**src/rtl/freelist_ckpt_ctrl.sv**
```systemverilog
// freelist_ckpt_ctrl
//   Multi-entry checkpoint controller for the free-list head pointer.
//   - Each dispatched branch gets a tag, which is the index of its checkpoint slot.
//     The slot holds the head pointer supplied with that branch.
//   - Correctly predicted branches retire in program order.
//   - A mispredict produces a one-cycle restore of the head pointer.
//     In the same cycle it produces a squash mask of the killed tags.
//   Optional feature: define FLCKPT_STATS_EN to add the saturating counters
//   stat_mispredicts and stat_full_stalls.
module freelist_ckpt_ctrl #(
  parameter int PTR_WIDTH = 8,
  parameter int NUM_CKPT  = 4,
  parameter int TAG_WIDTH = 2
) (
  input  logic                 clk,
  input  logic                 reset,
  input  logic                 br_dispatch_req,
  input  logic [PTR_WIDTH-1:0] br_head_ptr,
  output logic                 br_dispatch_gnt,
  output logic [TAG_WIDTH-1:0] br_tag,
  output logic                 ckpt_full,
  input  logic                 br_resolve_valid,
  input  logic [TAG_WIDTH-1:0] br_resolve_tag,
  input  logic                 br_resolve_mispredict,
  output logic                 restore_valid,
  output logic [PTR_WIDTH-1:0] restore_ptr,
  output logic [NUM_CKPT-1:0]  squash_mask,
  output logic [TAG_WIDTH:0]   ckpt_count
`ifdef FLCKPT_STATS_EN
  ,
  output logic [15:0]          stat_mispredicts,
  output logic [15:0]          stat_full_stalls
`endif
);

  localparam int CW = TAG_WIDTH + 1;
  localparam logic [CW-1:0] FULL_COUNT = CW'(NUM_CKPT);

  typedef enum logic [0:0] {
    ST_RUN     = 1'b0,
    ST_RECOVER = 1'b1
  } state_t;

  state_t               state_r;
  logic [NUM_CKPT-1:0]  valid_r;
  logic [NUM_CKPT-1:0]  resolved_r;
  logic [PTR_WIDTH-1:0] ptr_r [NUM_CKPT];
  logic [TAG_WIDTH-1:0] alloc_idx_r;
  logic [TAG_WIDTH-1:0] retire_idx_r;
  logic [CW-1:0]        count_r;

  logic                 misp_s;
  logic                 correct_s;
  logic                 gnt_s;
  logic                 retire_s;
  logic [NUM_CKPT-1:0]  squash_s;
  logic [TAG_WIDTH-1:0] tag_age_s;
  logic [TAG_WIDTH-1:0] entry_age_s [NUM_CKPT];
  logic [NUM_CKPT-1:0]  valid_next_s;
  logic [NUM_CKPT-1:0]  resolved_next_s;
  logic [TAG_WIDTH-1:0] alloc_idx_next_s;
  logic [TAG_WIDTH-1:0] retire_idx_next_s;
  logic [CW-1:0]        count_next_s;

  // Full and empty are told apart by the count, because alloc_idx == retire_idx in both cases.
  assign ckpt_full  = (count_r == FULL_COUNT);
  assign ckpt_count = count_r;
  assign br_tag     = alloc_idx_r;

  // A resolve only matters when it names a live checkpoint.
  // Stale or squashed tags are dropped.
  assign misp_s    = br_resolve_valid & br_resolve_mispredict & valid_r[br_resolve_tag];
  assign correct_s = br_resolve_valid & ~br_resolve_mispredict & valid_r[br_resolve_tag];

  // Dispatch is blocked by any mispredict on the port, even a stale one.
  // This keeps the grant path independent of the valid lookup.
  assign gnt_s = br_dispatch_req & ~ckpt_full & (state_r == ST_RUN) &
                 ~(br_resolve_valid & br_resolve_mispredict);
  assign br_dispatch_gnt = gnt_s;

  // Squash every live entry that is the same age as or younger than the mispredicted tag.
  // Ages are measured from the oldest entry, so wrapped ranges need no special case.
  always_comb begin
    tag_age_s = br_resolve_tag - retire_idx_r;
    squash_s  = {NUM_CKPT{1'b0}};
    for (int i = 0; i < NUM_CKPT; i++) begin
      entry_age_s[i] = TAG_WIDTH'(i) - retire_idx_r;
      if (misp_s && valid_r[i] && (entry_age_s[i] >= tag_age_s)) begin
        squash_s[i] = 1'b1;
      end else begin
        squash_s[i] = 1'b0;
      end
    end
  end

  // An oldest entry that is not being squashed retires once it is resolved.
  assign retire_s = valid_r[retire_idx_r] & resolved_r[retire_idx_r] & ~squash_s[retire_idx_r];

  // Next-state logic for each entry, both queue indices and the occupancy count.
  always_comb begin
    valid_next_s    = valid_r;
    resolved_next_s = resolved_r;
    count_next_s    = {CW{1'b0}};
    for (int i = 0; i < NUM_CKPT; i++) begin
      if (squash_s[i]) begin
        valid_next_s[i]    = 1'b0;
        resolved_next_s[i] = 1'b0;
      end else if (retire_s && (retire_idx_r == TAG_WIDTH'(i))) begin
        valid_next_s[i]    = 1'b0;
        resolved_next_s[i] = 1'b0;
      end else if (gnt_s && (alloc_idx_r == TAG_WIDTH'(i))) begin
        valid_next_s[i]    = 1'b1;
        resolved_next_s[i] = 1'b0;
      end else if (correct_s && (br_resolve_tag == TAG_WIDTH'(i))) begin
        valid_next_s[i]    = valid_r[i];
        resolved_next_s[i] = 1'b1;
      end else begin
        valid_next_s[i]    = valid_r[i];
        resolved_next_s[i] = resolved_r[i];
      end
      count_next_s = count_next_s + CW'(valid_next_s[i]);
    end

    if (misp_s) begin
      alloc_idx_next_s = br_resolve_tag;
    end else if (gnt_s) begin
      alloc_idx_next_s = alloc_idx_r + TAG_WIDTH'(1);
    end else begin
      alloc_idx_next_s = alloc_idx_r;
    end

    if (retire_s) begin
      retire_idx_next_s = retire_idx_r + TAG_WIDTH'(1);
    end else begin
      retire_idx_next_s = retire_idx_r;
    end
  end

  // Checkpoint storage and queue pointers.
  always_ff @(posedge clk) begin
    if (reset) begin
      valid_r      <= {NUM_CKPT{1'b0}};
      resolved_r   <= {NUM_CKPT{1'b0}};
      alloc_idx_r  <= {TAG_WIDTH{1'b0}};
      retire_idx_r <= {TAG_WIDTH{1'b0}};
      count_r      <= {CW{1'b0}};
      for (int i = 0; i < NUM_CKPT; i++) begin
        ptr_r[i] <= {PTR_WIDTH{1'b0}};
      end
    end else begin
      valid_r      <= valid_next_s;
      resolved_r   <= resolved_next_s;
      alloc_idx_r  <= alloc_idx_next_s;
      retire_idx_r <= retire_idx_next_s;
      count_r      <= count_next_s;
      if (gnt_s) begin
        ptr_r[alloc_idx_r] <= br_head_ptr;
      end
    end
  end

  // Recovery FSM.
  // Each accepted mispredict causes one RECOVER cycle.
  // The restore outputs are registered together with the state.
  always_ff @(posedge clk) begin
    if (reset) begin
      state_r       <= ST_RUN;
      restore_valid <= 1'b0;
      restore_ptr   <= {PTR_WIDTH{1'b0}};
      squash_mask   <= {NUM_CKPT{1'b0}};
    end else begin
      case (state_r)
        ST_RUN: begin
          if (misp_s) state_r <= ST_RECOVER;
          else        state_r <= ST_RUN;
        end
        ST_RECOVER: begin
          // An older live branch that mispredicts here overrides the restore in progress.
          if (misp_s) state_r <= ST_RECOVER;
          else        state_r <= ST_RUN;
        end
        default: state_r <= ST_RUN;
      endcase
      restore_valid <= misp_s;
      if (misp_s) begin
        restore_ptr <= ptr_r[br_resolve_tag];
        squash_mask <= squash_s;
      end
    end
  end

`ifdef FLCKPT_STATS_EN
  // Saturating event counters for accepted mispredicts and for dispatch stalls caused by a full queue.
  always_ff @(posedge clk) begin
    if (reset) begin
      stat_mispredicts <= 16'h0000;
      stat_full_stalls <= 16'h0000;
    end else begin
      if (misp_s && (stat_mispredicts != 16'hFFFF)) begin
        stat_mispredicts <= stat_mispredicts + 16'h0001;
      end
      if (br_dispatch_req && ckpt_full && (stat_full_stalls != 16'hFFFF)) begin
        stat_full_stalls <= stat_full_stalls + 16'h0001;
      end
    end
  end
`endif

endmodule

```
**config.mk**
```make
export PLATFORM = sky130hd
export DESIGN_NAME = freelist_ckpt_ctrl
export DESIGN_NICKNAME = d
export VERILOG_FILES = /design/src/rtl/freelist_ckpt_ctrl.sv
export SDC_FILE = /design/constraint.sdc
export NUM_CORES = 1
export LEC_CHECK = 0
export BUFFER_PORTS_ARGS = -buffer_cell sky130_fd_sc_hd__buf_2
export CAP_MARGIN = 20
export CORE_UTILIZATION = 35
export DETAILED_ROUTE_END_ITERATION = 10
export GPL_ROUTABILITY_DRIVEN = 0
export GPL_TIMING_DRIVEN = 1
export PLACE_DENSITY = 0.5
export SETUP_SLACK_MARGIN = 0.02
export SLEW_MARGIN = 30
export SYNTH_ARGS = -nofsm -noshare
export SYNTH_HDL_FRONTEND = slang
export SYNTH_SLANG_ARGS = --single-unit
```
**constraint.sdc**
```tcl
create_clock -name clk -period 4.01 [get_ports clk]
set_input_delay 1.0025 -clock clk [delete_from_list [all_inputs] [get_ports clk]]
set_output_delay 1.0025 -clock clk [all_outputs]
set_load 0.1 [all_outputs]
```
Word-level counts from Yosys, hierarchy flattened:

Memories as Yosys holds them, arrays and structs flattened. A register that Yosys moved wholly into a read port is not among the register bits.
Cells that the tools add are included.

* reduce and logical (&&, ||, !) cells: 29
* equality and inequality tests: 10
* add/subtract/negate cells: 10
* magnitude comparators: 6
* muxes and demuxes: 35
* bitwise operators: 14

Operator list (count)
* 2-to-1 mux 1 bit: 27
* logical AND 1 bit: 20
* OR reduction 4 bit: 4
* == test 2 bit, second input constant: 6
* bitwise AND 1 bit: 9
* binary-select mux 1 bit (select 2 bit): 4
* greater-or-equal comparator 2 bit: 4
* 2-to-1 mux 8 bit: 1
* OR reduction 8 bit: 1
* == test 2 x 1 -> 1 bit, second input constant: 3
* logical NOT 2 bit: 3
* less-than comparator 2 x 3 -> 1 bit, second input constant: 2
* 2-to-1 mux 2 bit: 3
* NOT 1 bit: 5
* adder 2 x 1 -> 2 bit, second input constant: 2
* subtractor 1 x 2 -> 2 bit, first input constant: 2
* subtractor 2 bit, first input constant: 2
* adder 2 x 1 -> 3 bit: 1
* adder 3 x 1 -> 3 bit: 1
* == test 3 bit, second input constant: 1
* adder 1 x 1 -> 2 bit: 1
* nonzero test 2 bit: 1
* subtractor 2 bit: 1

* memory bits (writable): 32
* memories kept: 1
* output and inout bits: 20
* register bits: 21

Memory list
* ptr_r: words 4, width 8, rd ports 1, clocked after memory_dff 1, wr ports 4, line 47 `logic [PTR_WIDTH-1:0] ptr_r [NUM_CKPT];`

Logic depth before layout (Yosys ltp):

Gate-level depths: netlist of the first run.

* word-level depth: 16
* gate-level depth with buffers: 16
* gate-level depth less buffers: 15

Worst setup path after synthesis of the first run:

Ideal clock, no wire load.

* path type: reg2reg
* from: reg count_r[2] (netlist: ckpt_count[2])
* to: reg count_r[1] (netlist: ckpt_count[1])
* stages on the path, launching flop included: 11
* slack: -1.292 ns
* arrival: 5.172 ns
* required time: 3.880 ns
* buffers on the path: 1
* cell sequence: dfxtp_1 -> nor3b_1 -> a2111oi_2 -> buf_2 -> a21oi_1 -> a211o_1 -> fa_1 -> inv_1 -> ha_1 -> ha_1 -> nor2b_1

* word-level cells in the longest chain between the ends: 12
* elaborated cells between the ends (all ways): 24

RTL lines
* start: declaration: line 50 `logic [CW-1:0] count_r;`
* start signal: assignment: line 146 `count_r <= {CW{1'b0}};`
* start signal: assignment: line 155 `count_r <= count_next_s;`
* == test 3 bit (*): line 66 `assign ckpt_full = (count_r == FULL_COUNT);`
* named net ckpt_full: line 21 `output logic ckpt_full,`
* NOT 1 bit (*): line 77 `assign gnt_s = br_dispatch_req & ~ckpt_full & (state_r == ST_RUN) &`
* bitwise AND 1 bit (*) (3 in a row): line 77
* named net br_dispatch_gnt: line 19 `output logic br_dispatch_gnt,`
* logical AND 1 bit: line 111 `end else if (gnt_s && (alloc_idx_r == TAG_WIDTH'(i))) begin`
* 2-to-1 mux 1 bit: line 111
* 2-to-1 mux 1 bit: line 108 `end else if (retire_s && (retire_idx_r == TAG_WIDTH'(i))) begin`
* 2-to-1 mux 1 bit: line 105 `if (squash_s[i]) begin`
* adder 1 x 1 -> 2 bit: line 121 `count_next_s = count_next_s + CW'(valid_next_s[i]);`
* adder 2 x 1 -> 3 bit: line 121
* adder 3 x 1 -> 3 bit (*): line 121
* named net count_next_s[1]: line 63 `logic [CW-1:0] count_next_s;`

The timed path passes the listed nets; every way through them passes the cells marked *.
A chain may end at the register's enable or synchronous reset.

Worst setup path in the final report of the first run:

* from: in br_resolve_tag[0]
* to: reg count_r[1] (netlist: ckpt_count[1])

* word-level cells in the longest chain between the ends: 16
* elaborated cells between the ends (all ways): 39

RTL lines
* start: declaration: line 23 `input logic [TAG_WIDTH-1:0] br_resolve_tag,`
* parallel branches: the longest is 15 deep, another holds subtractor 2 bit
* adder 3 x 1 -> 3 bit (*): line 121
* named net count_next_s[1]: line 63

Mark *: on every way through the listed nets, which the timed path passes. The select of a mux whose other input is x is not followed.

==> metrics.txt, run 1 <==
Post-Synthesis Cell Area 0.00308 sq mm; Worst setup SP type input pin; max_slew headroom 52.6%; DR vias about 2100; Comb power frac 12.5%; post-cts sizing count 0; largest net degree at the start of global routing 37; Flop pwr share 44.3%; Seq cells post-synth 60; number of global-route vias before repair 2109; synth unique cells 44; PortBufs 34; Syn Nets 300; Final Cycle Share 96.0%; WS Path Type in -> reg; area share of the largest cell type after synthesis 31.2%; # rows 33; Inserted Diodes 0; switching share of power 25.7%; Pleak 0.00152 uW; max-cap viol count 0; Critical Path AT 4.05 ns; power per cell area 414 mW/mm^2; Final Skew 0.00627 ns; initial antenna violation count 0; total power approximately 1600 uW; Clk Latency, worst-skew pair around 0.34 ns; most frequent cells in the layout and2_1 (35), buf_2 (33), nand2_1 (32), edfxtp_1 (32), dfxtp_1 (28); Yosys warning total 0; Reg clk slew, reported paths 0.07 ns; CP Capture Type flip-flop; Mapped Cells 270; max-slew violation count 0; P_int 1160 uW; layout cell share with drive strength beyond 1 between 30% and 40%; run status completed; gr ovfl total 0; final setup fails 0; peak supply drop 0.227 mV; initial DRC count 76; syn avg cell area between 10 and 15 sq um; met2 GRT Util ~28%; CTS tree built; DR pass1 iterations 4; Post-DP Area 0.00353 sq mm; top cells by area, synth edfxtp_1 (31%), dfxtp_1 (18%), and2_1 (7.1%), mux4_2 (5.9%), ha_1 (5.7%); commonest non-fill, non-tap cell in the layout and2_1; Die W between 90 and 100 um; Core Region 0.00838 sq mm; Seq/Total Area, Yosys approximately half; post-route cell area 0.00378 sq mm; unrepaired setup endpoints after global routing no; hold-fix buffer count after cts 0; remaining antenna violation count 0; grt met3 use 5.45%; total wire length between 6 and 7 mm; DRC 0; Routed WL per cell roughly 16 um; P&R area growth vs syn 22.7%; critical path peak fanout 3; Max Root-Sink Buffers 2; Least-Margin Pin Slew a little over 0.7 ns; Die Footprint roughly 0.0092 sq mm; GRT met1 Usage between 20% and 30%; clock sinks 60; NetSw 402 uW; first-pass GRT wire length 11.3 mm; HP Class reg -> reg; final hold viol count 0; Initial Util 36.7%; Clock power frac 43.2%; GRT Resource Usage Total 17.1%; number of nets in the final layout 356; Root Buffer Master clkbuf_8; placed cells 420; Die H 95.8 um; Yosys top cell by area edfxtp_1; Final Instance Count excl. Fillers 436; grt peak-use layer met2; clock buffer count from CTS 9; vias per cell 4.89; H-tree Lvls 3; clock period minus worst slack ~3.8 ns; Peak Freq about 0.26 GHz; # IOs 35; Post-CTS Setup Inserts 0; WP data required 4.21 ns; DP HPWL 4.99 mm
worst max-delay path, stage by stage:
cell     delay [ns]
buf_2          0.10
inv_1          0.10
ha_4           0.19
xnor2_4        0.13
xnor2_1        0.11
ha_1           0.30
a21oi_1        0.06
nor4b_1        0.25
a41oi_1        0.10
o21a_4         0.25
a211o_1        0.31
fa_1           0.54
inv_1          0.04
ha_1           0.17
ha_1           0.26
nor2b_1        0.12
registers in the layout, summed over array words and instances (netlist names):
register and cells:
br_tag 2, ckpt_count 3, ptr_r 32, resolved_r 4, restore_ptr 8, restore_valid 1
retire_idx_r 2, squash_mask 4, valid_r 4
metal layers:
| metal | wire [um] | vias up |
|---|---|---|
| li1 | - | 1077 |
| met1 | 3280 | 1015 |
| met2 | 3340 | 32 |
| met3 | 259 | 7 |
| met4 | 74 | 0 |
| met5 | 0 | - |
synth_stat cells (all sizes together):
master	count
and3	1
nand2b	6
inv	11
o211ai	1
a21oi	20
a31o	2
clkbuf	6
maj3	2
xnor2	4
nor3	5
nor2b	4
and2	35
fa	1
mux4	8
a2111oi	3
o2111ai	2
nor3b	3
buf	8
nand4	2
o21ai	5
ha	14
mux2	3
mux2i	2
a21o	3
a41oi	2
a211oi	6
xor2	1
o21a	1
a211o	1
or2	2
a31oi	4
nor4b	1
dfxtp	28
nor2	4
nand2	32
nand3	5
edfxtp	32
metrics by stage:
step | hold slack (ns) | TNS (ns) | setup WS [ns] | util, %
CTS | 0.453 | 0 | 0.172 | 45.1
detailed placement | 0.444 | -0.288 | -0.183 | 42.1
global placement | 0.439 | -0.282 | -0.178 | 42.1
finish | 0.451 | 0 | 0.161 | 45.1
global route | 0.471 | 0 | 0.0236 | 45.1
floorplan | 0.520 | -0.0322 | -0.0322 | -
kinds of logic (layout without fill, tap and decap cells):
family / count (synthesis) / count (layout) / share of synthesized area [%]
DFF: 60 / 60 / 49.4
and+or+nand+nor: 100 / 100 / 17.7
buffers and inverters: 25 / 86 / 4.19
xor gates and xnor gates: 5 / 5 / 2.15
muxes: 13 / 13 / 7.72
adders and majority gates: 17 / 17 / 7.07
AOI/OAI and AO/OA: 50 / 50 / 11.7
layout make-up:
class	count	area (sq um)
clock buffer	9	124
multi-input combinational	185	1460
fill	783	4600
timing repair buffer	59	373
sequential	60	1520
inverter	11	41.3
clock inverter	7	124
tap	105	131
power groups by stage:
| stage | clock (uW) | combinational, uW | sequential (uW) |
|---|---|---|---|
| 6_report | 675 | 195 | 693 |
| 5_1_grt | 717 | 212 | 697 |
| 4_1_cts | 693 | 198 | 693 |
| 3_5_place_dp | 0 | 197 | 707 |
| 3_3_place_gp | 0 | 197 | 707 |
| 2_1_floorplan | 0 | 99.0 | 746 |
path summary, 6_finish.rpt:
kind	slack, ns	cells past startpoint	startpoint	to
hold / removal	0.45	2	restore_ptr[4]$_SDFFE_PP0N_	restore_ptr[4]$_SDFFE_PP0N_
setup / recovery	0.16	16	br_resolve_tag[0]	ckpt_count[1]$_SDFF_PP0_
hold reg to reg	0.45	2	restore_ptr[4]$_SDFFE_PP0N_	restore_ptr[4]$_SDFFE_PP0N_
setup reg to reg	0.58	14	retire_idx_r[0]$_SDFFE_PP0N_	ckpt_count[1]$_SDFF_PP0_
(Power assumes the default switching activity.)
==> run 2: changes to the inputs <==
REMOVE_ABC_BUFFERS = 1   (was not set)
==> metrics.txt, run 2 (synthesis results as in run 1) <==
run status completed; Die Footprint 0.00918 sq mm (unchanged); clock sinks 60 (unchanged); WS Path Type in -> reg; Util after Layout 44.0% (-1.1 points); Met3 Wirelength 244 um (-5.8%); peak supply drop 0.176 mV (-23%); Final Instance Count excl. Fillers 437 (+0.23%); Largest regs ptr_r (32), restore_ptr (8); Core Region 0.00838 sq mm (unchanged); Pleak 0.00149 uW (-2.3%); largest net degree at the start of global routing 36 (-2.7%); Die H 95.8 um (unchanged); power per cell area 373 mW/mm^2 (-9.9%); critical path's slowest cell fa_1; # IOs 35 (unchanged); critical path peak fanout 3 (unchanged); post-cts sizing count 0 (unchanged); Reg clk slew, reported paths 0.07 ns (about the same); Peak Freq 0.262 GHz (+0.85%); final hold viol count 0 (unchanged); max_slew headroom 57.8% (+5.1 points); Routed WL per cell 16.3 um (+2.5%); WP data required 4.23 ns (+0.02 ns); first-pass GRT wire length 11.3 mm (-0.67%); most frequent cells in the layout and2_1 (35), buf_2 (33), nand2_1 (32), edfxtp_1 (32), dfxtp_1 (28); Max Root-Sink Buffers 2 (unchanged); clock buffer count from CTS 9 (unchanged); GRT Resource Usage Total 17.3% (+0.11 points); DR WL met2 3.31 mm (-0.84%); placed cells 421 (+0.24%); Worst setup SP type input pin; DRC 0 (unchanged); H-tree Lvls 3 (unchanged); M1 WL 3.47 mm (+5.8%); Post-CTS Setup Inserts 0 (unchanged); # rows 33 (unchanged); DR pass1 iterations 4 (unchanged); Reg with most FFs ptr_r; critical path's top delay family adder cells; clock period minus worst slack 3.82 ns (-0.0325 ns); max-cap viol count 0 (unchanged); initial antenna violation count 0 (unchanged); initial DRC count 81 (+6.6%); Clk Latency, worst-skew pair 0.35 ns (about the same); number of global-route vias before repair 2214 (+5.0%); Root Buffer Master clkbuf_8; PortBufs 34 (unchanged); max-slew violation count 0 (unchanged); Least-Margin Pin Slew 0.632 ns (-0.0785 ns); max reg flops 32 (unchanged); layout cell share with drive strength beyond 1 31.9% (-0.096 points); commonest non-fill, non-tap cell in the layout and2_1; hold-fix buffer count after cts 0 (unchanged); WP buf/inv 3 (unchanged); total wire length 7.14 mm (+2.8%); gr ovfl total 0 (unchanged); unrepaired setup endpoints after global routing no; Critical Path AT 4.03 ns (-0.02 ns); CP Capture Type flip-flop; CTS tree built; CP most frequent cell ha_1; DP HPWL 5.10 mm (+2.3%); Inserted Diodes 0 (unchanged); Initial Util 36.7% (unchanged); final setup fails 0 (unchanged); vias per cell 5.05 (+3.3%); HP Class reg -> reg; DR vias 2207 (+3.6%); P&R area growth vs syn 19.7%; remaining antenna violation count 0 (unchanged); number of nets in the final layout 357 (+0.28%); Die W 95.8 um (unchanged); worst path cell trace buf_2 -> inv_1 -> ha_1 -> xnor2_2 -> xnor2_1 -> ha_1 -> a21oi_1 -> nor4b_2 -> a41oi_1 -> o21a_4 -> a211o_1 -> fa_1 -> inv_1 -> ha_1 -> ha_1 -> nor2b_1; Final Skew 0.0144 ns (+0.00816 ns); slowest stage delay, CP 0.54 ns (about the same); Final Cycle Share 95.2% (-0.81 points); DR top layer met4
run 2: per-stage QoR:
| stage | area [sq um] | TNS (ns) | worst slack [ns] | total power [uW] | hold WS [ns] |
|---|---|---|---|---|---|
| 4_1_cts | 3680 | 0 | 0.174 | 1390 | 0.454 |
| 3_5_place_dp | 3500 | -0.262 | -0.179 | 903 | 0.444 |
| 6_report | 3690 | 0 | 0.193 | 1380 | 0.451 |
| 3_3_place_gp | 3500 | -0.179 | -0.137 | 902 | 0.442 |
| 5_1_grt | 3690 | 0 | 0.0268 | 1430 | 0.477 |
| 2_1_floorplan | 2990 | -123.37 | -2.45 | 831 | 0.514 |
run 2: per-layer routing:
metal	vias up	GRT usage, %
met5	-	0
met4	0	6.97
met3	12	4.66
met2	37	27.4
met1	1077	22.3
li1	1081	-
run 2: final timing paths:
kind	slack (ns)	to	cells past startpoint	start
hold / removal	0.45	restore_ptr[6]$_SDFFE_PP0N_	2	restore_ptr[6]$_SDFFE_PP0N_
setup reg to reg	0.65	ckpt_count[1]$_SDFF_PP0_	14	retire_idx_r[0]$_SDFFE_PP0N_
setup / recovery	0.19	ckpt_count[1]$_SDFF_PP0_	16	br_resolve_tag[0]
hold reg to reg	0.45	restore_ptr[6]$_SDFFE_PP0N_	2	restore_ptr[6]$_SDFFE_PP0N_
run 2: where the power goes:
group	switching, uW	total (uW)	internal (uW)	leakage, uW
combinational	126	196	69.9	0.000850
clock	262	487	225	0.0000779
sequential	15.8	692	676	0.000559
total	404	1380	971	0.00149
run 2: area by class of cell:
cell class	instances	area [sq um]
tap	105	131
clock buffer	9	124
multi-input combinational	185	1440
clock inverter	7	52.6
sequential	60	1520
timing repair buffer	60	380
inverter	11	41.3
fill	849	4700
run 2: worst reg2reg max path: cells and delay by family, from the launching register on:
kind	cells	cell delay [ns]
buffers and inverters	1	0.04
AO/OA/AOI/OAI	4	0.70
adder cells (fa/ha/maj)	5	1.51
XOR/XNOR	2	0.29
flip-flops	1	0.34
AND/OR/NAND/NOR	2	0.35
